## src/rtl/alu_issue_ctrl_pkg.sv

```systemverilog
// alu_issue_ctrl shared definitions:
// opcodes, FSM states, datapath width.
package alu_issue_ctrl_pkg;

  localparam int DATA_W = 8;

  localparam logic [2:0] OP_NOT  = 3'd0;
  localparam logic [2:0] OP_OR   = 3'd1;
  localparam logic [2:0] OP_XOR  = 3'd2;
  localparam logic [2:0] OP_AND  = 3'd3;
  localparam logic [2:0] OP_MUL4 = 3'd4;
  localparam logic [2:0] OP_ADD  = 3'd5;
  localparam logic [2:0] OP_SUB  = 3'd6;
  localparam logic [2:0] OP_ZERO = 3'd7;

  typedef enum logic [1:0] {
    IDLE = 2'd0,
    EXEC = 2'd1,
    DONE = 2'd2
  } state_t;

endpackage

```

## src/rtl/alu_issue_ctrl_regfile.sv

```systemverilog
// Register file: two async read ports and
// one write port shared by load and write-back.
module alu_regfile
  import alu_issue_ctrl_pkg::*;
#(
  parameter int N_REGS = 4,
  localparam int IDX_W = $clog2(N_REGS)
) (
  input  logic              clk,
  input  logic              rst_n,
  input  logic              ld_we,
  input  logic [IDX_W-1:0]  ld_addr,
  input  logic [DATA_W-1:0] ld_data,
  input  logic              wb_we,
  input  logic [IDX_W-1:0]  wb_addr,
  input  logic [DATA_W-1:0] wb_data,
  input  logic [IDX_W-1:0]  ra_addr,
  output logic [DATA_W-1:0] ra_data,
  input  logic [IDX_W-1:0]  rb_addr,
  output logic [DATA_W-1:0] rb_data
);

  logic [DATA_W-1:0] rf [N_REGS];

  // Write-back wins; the controller never
  // lets both fire together anyway.
  always_ff @(posedge clk) begin
    if (!rst_n) begin
      for (int i = 0; i < N_REGS; i++)
        rf[i] <= '0;
    end else if (wb_we) begin
      rf[wb_addr] <= wb_data;
    end else if (ld_we) begin
      rf[ld_addr] <= ld_data;
    end
  end

  assign ra_data = rf[ra_addr];
  assign rb_data = rf[rb_addr];

endmodule

```

## src/rtl/alu_issue_ctrl.sv

```systemverilog
// Operand issue / write-back controller for
// an external combinational 8-bit ALU.
module alu_issue_ctrl
  import alu_issue_ctrl_pkg::*;
#(
  parameter int N_REGS = 4,
  localparam int IDX_W = $clog2(N_REGS)
) (
  input  logic              clk,
  input  logic              rst_n,
  input  logic              ld_valid,
  output logic              ld_ready,
  input  logic [IDX_W-1:0]  ld_addr,
  input  logic [DATA_W-1:0] ld_data,
  input  logic              in_valid,
  output logic              in_ready,
  input  logic [2:0]        in_op,
  input  logic [IDX_W-1:0]  in_rd,
  input  logic [IDX_W-1:0]  in_rs1,
  input  logic [IDX_W-1:0]  in_rs2,
  output logic [DATA_W-1:0] A,
  output logic [DATA_W-1:0] B,
  output logic [2:0]        opcode,
  input  logic [DATA_W-1:0] alu_out,
  output logic              res_valid,
  input  logic              res_ready,
  output logic [DATA_W-1:0] res_data,
  output logic [IDX_W-1:0]  res_rd,
  output logic              res_zero
);

  state_t state_q, state_d;

  logic [IDX_W-1:0]  rd_q;
  logic [DATA_W-1:0] ra_data;
  logic [DATA_W-1:0] rb_data;
  logic              in_acc;
  logic              ld_acc;
  logic              wb_we;

  assign in_acc = in_valid && in_ready;
  assign ld_acc = ld_valid && ld_ready;

  alu_regfile #(
    .N_REGS(N_REGS)
  ) u_rf (
    .clk    (clk),
    .rst_n  (rst_n),
    .ld_we  (ld_acc),
    .ld_addr(ld_addr),
    .ld_data(ld_data),
    .wb_we  (wb_we),
    .wb_addr(rd_q),
    .wb_data(alu_out),
    .ra_addr(in_rs1),
    .ra_data(ra_data),
    .rb_addr(in_rs2),
    .rb_data(rb_data)
  );

  always_comb begin
    state_d   = state_q;
    in_ready  = 1'b0;
    ld_ready  = 1'b0;
    res_valid = 1'b0;
    wb_we     = 1'b0;
    unique case (state_q)
      IDLE: begin
        in_ready = 1'b1;
        ld_ready = 1'b1;
        if (in_acc)
          state_d = EXEC;
      end
      EXEC: begin
        wb_we   = 1'b1;
        state_d = DONE;
      end
      DONE: begin
        res_valid = 1'b1;
        if (res_ready)
          state_d = IDLE;
      end
      default: state_d = IDLE;
    endcase
  end

  // Operands read pre-load rf contents:
  // the load lands on the same edge.
  always_ff @(posedge clk) begin
    if (!rst_n) begin
      state_q  <= IDLE;
      A        <= '0;
      B        <= '0;
      opcode   <= '0;
      rd_q     <= '0;
      res_data <= '0;
      res_rd   <= '0;
      res_zero <= 1'b1;
    end else begin
      state_q <= state_d;
      if (in_acc) begin
        A      <= ra_data;
        B      <= rb_data;
        opcode <= in_op;
        rd_q   <= in_rd;
      end
      if (wb_we) begin
        res_data <= alu_out;
        res_zero <= (alu_out == '0);
        res_rd   <= rd_q;
      end
    end
  end

endmodule

```

## config.mk

```make
export PLATFORM = sky130hd
export DESIGN_NAME = alu_issue_ctrl
export DESIGN_NICKNAME = d
export VERILOG_FILES = /design/src/rtl/alu_issue_ctrl_pkg.sv /design/src/rtl/alu_issue_ctrl_regfile.sv /design/src/rtl/alu_issue_ctrl.sv
export SDC_FILE = /design/constraint.sdc
export NUM_CORES = 1
export LEC_CHECK = 0
export ABC_CLOCK_PERIOD_IN_PS = 2200
export BUFFER_PORTS_ARGS = -buffer_cell sky130_fd_sc_hd__buf_2
export CAP_MARGIN = 25
export CELL_PAD_IN_SITES_DETAIL_PLACEMENT = 1
export CELL_PAD_IN_SITES_GLOBAL_PLACEMENT = 2
export CORE_MARGIN = 2
export CORE_UTILIZATION = 36
export DETAILED_ROUTE_END_ITERATION = 10
export GPL_TIMING_DRIVEN = 0
export MAX_ROUTING_LAYER = met4
export PLACE_DENSITY_LB_ADDON = 0.1
export SLEW_MARGIN = 20
export SYNTH_ARGS = -nofsm -noshare
export SYNTH_HDL_FRONTEND = slang
export SYNTH_HIERARCHICAL = 1
export SYNTH_SLANG_ARGS = --single-unit
export TNS_END_PERCENT = 100
```

## constraint.sdc

```tcl
create_clock -name clk -period 2.2 [get_ports clk]
set_input_delay 0 -clock clk [delete_from_list [all_inputs] [get_ports clk]]
set_output_delay 0 -clock clk [all_outputs]
set_load 0.005 [all_outputs]
```

# Word level (Yosys, flattened, before mapping)

Memories as Yosys holds them, arrays and structs flattened. A register that Yosys moved wholly into a read port is not among the register bits.
Cells that the tools add are included.

Output and inout bits: 33
Bits in read-only memories: 0
Bits in writable memories: 32
Latch bits: 0
Input bits: 32
Memories: 1
Register bits: 18
Word-level logic and storage cells: 40

Memories:

| memory  | words | bits a word | rd ports | clocked after Yosys merged registers in | write ports | line                         | RTL |
|---|---|---|---|---|---|---|---|
| u_rf.rf | 4     | 8           | 2        | 2                                       | 4           | alu_issue_ctrl_regfile.sv:23 | `logic [DATA_W-1:0] rf [N_REGS];` |

Muxes and demuxes: 20
Equality and inequality tests: 4
Add/subtract/negate cells: 0
Shift-type cells: 0
$mul: 0
Divide/modulo/power cells: 0
Bitwise gates (word level): 0
Reduce and logical (&&, ||, !) cells: 9
$lt $le $gt $ge: 0

Operator list:

| kind                                                | count |
|---|---|
| 2-to-1 mux 8 bit                                    | 2 |
| OR reduction 8 bit                                  | 2 |
| 2-to-1 mux 1 bit                                    | 13 |
| logical NOT 8 bit                                   | 1 |
| 2-to-1 mux 2 bit                                    | 4 |
| case mux 2 bit (3 select lines)                     | 1 |
| != test 2 bit, second input constant                | 2 |
| equality test 2 x 1 -> 1 bit, second input constant | 1 |
| equality test 2 bit, second input constant          | 1 |
| logical AND 1 bit                                   | 2 |
| logical NOT 1 bit                                   | 2 |
| logical NOT 2 bit                                   | 1 |
| AND reduction 2 bit                                 | 1 |

# Longest topological paths before layout

Word-level depth: 9
Depth in mapped cells: 8
Depth with buffers taken out: 5

# By module

The synthesis kept the hierarchy.

By module, submodules not included:

| module         | instances | area each (µm²) | seq. area each (µm²) | cells an instance |
|---|---|---|---|---|
| alu_regfile    | 1         | 1,770.4         | 960.9                | 130 |
| alu_issue_ctrl | 1         | 1,491.4         | 680.7                | 152 |

# Worst setup path before layout

Ideal clock, no wire load.

Path type: register to register
Start point: reg state_q[1]
End point: mem u_rf.rf[1][0] (enable)
Setup slack: 0.209 ns
Arrival: 1.662 ns
Stages on the path, launching flop included: 8
Data required time: 1.871 ns
Buffers on the path: 2
Setup time: 0.329 ns
Clock period less this slack: 1.991 ns
Cell sequence: dfxtp_1 nand2b_2 inv_2 buf_2 or3b_1 a32o_1 buf_6 nand2_1

RTL lines:

| element                | line                         | RTL |
|---|---|---|
| start, declared        | alu_issue_ctrl.sv:32         | `state_t state_q, state_d;` |
| start signal, assigned | alu_issue_ctrl.sv:100        | `state_q <= state_d;` |
| end, declared          | alu_issue_ctrl_regfile.sv:23 |  |

==> results.md <==
* Seq/Total Area, Yosys at around half
* Post-layout util at around 46%
* Count leader, synth: nand2_1
* Final min period at roughly 2 ns
* Ys flop type: dfxtp_1
* CTS Buf Count at 9
* Sinks on Clock Net at 66
* Power Dens Cells at between 700 and 800 mW/mm^2
* PnR worst setup slack at 0.205 ns
* Top cells by area, synth: edfxtp_1 29%, dfxtp_1 21%, mux4_2 11%
* R2R Path Start: state_q[1]$_SDFFE_PN0P_
* Fmax at ~500 MHz
* Worst Tran Pin Value at around 0.6 ns
* Synth top area share at 29.5%
* Root Buffer Master: clkbuf_8
* Critical path class: flip-flop to flip-flop
* Final Hold Viols at 0
* Fraction of registers with async set/reset at 0%
* Placement Setup Slack at -0.149 ns
* GPL Wtd Cong at around 0.75
* Rel. slew slack at about three fifths
* Total setup buffers inserted after CTS at 0
* Pre-antenna DRT Iters at 4
* Core area at about 0.0088 mm^2
* Clk Latency, worst-skew pair at 0.34 ns
* Area leader, netlist: edfxtp_1
* Number of port buffers at 60
* HPWL after DPL at approximately 6100 um
* Footprint of the multi-input gates at ~0.0015 mm^2
* Layout Nets at between 300 and 400
* Initial antenna violation count at 0
* Unrepaired setup endpoints after global routing: no
* Fin cells at approximately 480
* Die width at slightly below 100 um
* # rows at 34
* Share of post-route cells with drive strength above 1 at between 40% and 50%
* Cells after Synth at 282
* Storage cell area at roughly 0.0016 mm^2
* Pins Over Slew Limit at 0
* Worst-path clk slew at around 0.08 ns
* Clock skew at 0.0110 ns
* Post-synth top cells: 47 x nand2_1, 34 x dfxtp_1, 32 x edfxtp_1
* Clock Tree Buf Depth at 2
* CP required at ~2.2 ns
* FILL cells at approximately 1000
* Number of synthesized register bits at 66
* Max-Cap Viols at 0
* CP Launch Point: state_q[1]$_SDFFE_PN0P_
* Mean Syn Cell Area at between 10 and 15 um^2
* Mapped Area at about 0.0033 mm^2
* Peak supply drop at ~260 uV
* Synth warn at 6
* Largest fanout on the critical path at 18
* DRT Wirelength at approximately 7900 um
* LEAKAGE at between 1.5 and 2 nW
* First-pass GRT wire length at approximately 13000 um
* Grt total ovfl at 0
* IO Pins at 65
* Status: finished, final reports clean
* Final setup fails at 0
* Placed Cells at 450
* Antenna Nets Post-Route at 0
* H-tree levels at 3
* Drt drc at 0
* Count of different cell masters after synthesis at 38
* Drt wl/cell at ~17 um
* Post-synth EDFFs at 32
* CP arrival at between 2 and 2.5 ns
* Startpoint types: flip-flop
* Hold wc startpoint: rst_n
* Synthesized Nets at ~310
* Final period util at between 90% and 100%
* Gr usage total at between 10% and 20%
* Die H at 99.2 um
* Total number of vias at between 2000 and 2500
* Die Area at around 0.0098 mm^2
* Number of diodes at 0
* Layout area overhead at 24.9%
* CTS tree: yes
* Number of global-route vias before repair at 2346
* Worst Hold Class: input pin to flip-flop
* Iter 0 DRT Violations at 34
* Vias per inst at about 5
* Starting density of the core at approximately 37%
* CP Capture Type: flip-flop
* Largest net degree at the start of global routing at 19
[cell families after synthesis]
family | count (synthesis) | synth area share, %
DFF | 66 | 50.3
muxes | 16 | 11.0
buffers and inverters | 28 | 4.60
and+or+nand+nor | 127 | 22.0
AOI/OAI and AO/OA | 45 | 12.0
[state kept, by name (all words and copies together) (netlist names)]
| register | flops |
|---|---|
| state_q | 2 |
| rd_q | 2 |
| u_rf/rf | 32 |
| res_data | 8 |
| res_rd | 2 |
| B | 8 |
| res_zero | 1 |
| A | 8 |
| opcode | 3 |
[cells in the final DEF, fill, tap and decap left out, types with 4 or more instances in the layout]
cell type,n
a21boi_1,10
mux4_2,16
dfxtp_1,34
clkbuf_1,4
dlygate4sd3_1,14
nand2_1,45
o21ai_1,9
nand2_2,12
clkbuf_8,9
edfxtp_1,32
nor2_1,26
and3b_1,9
and2_1,10
inv_1,8
buf_2,67
nand2_4,10
a21boi_2,20
[where the power goes]
group | switching (mW) | total (mW) | internal, mW
Combinational | 0.222 | 0.433 | 0.210
Sequential | 0.0580 | 1.44 | 1.38
Clock | 0.488 | 1.12 | 0.636
[cell type report]
class / count / share of cell area (%)
clock buffer: 9 / 3.04
clock inverter: 7 / 2.30
buffer: 18 / 2.76
multi-input combinational: 188 / 36.6
tap: 108 / 3.32
sequential: 66 / 40.3
timing repair buffer: 74 / 10.8
inverter: 9 / 0.891
[per-stage QoR]
stage	power, mW	setup TNS [ns]	hold slack (ns)	cell area [um^2]
2_1_floorplan	1.73	0	0.135	3260
3_3_place_gp	1.86	-1.38	0.250	3700
3_5_place_dp	1.88	-2.33	0.256	3700
4_1_cts	3.03	0	0.0370	4060
5_1_grt	3.14	0	0.0520	4070
6_report	2.99	0	0.0496	4070
[critical path, cell delays in order (launching register included)]
cell	delay (ns)
dfxtp_1	0.36
nand2b_2	0.23
inv_4	0.17
buf_2	0.21
nand2_1	0.10
a32o_1	0.29
buf_6	0.14
nand2_2	0.17
[worst paths after layout]
check | slack [ns] | depth (start not counted) | to
setup / recovery | 0.21 | 7 | u_rf/rf[1][4]$_SDFFCE_PN0P_
setup reg to reg | 0.21 | 7 | u_rf/rf[1][4]$_SDFFCE_PN0P_
hold reg to reg | 0.46 | 2 | A[0]$_SDFFE_PN0P_
hold / removal | 0.05 | 2 | B[0]$_SDFFE_PN0P_
[routing by layer]
metal	wire, um	global-route usage (%)
met2	3840	26.9
met5	0	-
met1	3660	22.2
met3	315	4.50
met4	110	5.27
[timing repair]
action	in CTS	in global routing
hold buffers	14	0
resized for setup	2	6
endpoints found under the hold margin	15	0
endpoints found under the setup margin	24	24
No activity file was read; power rests on OpenSTA's default activity.
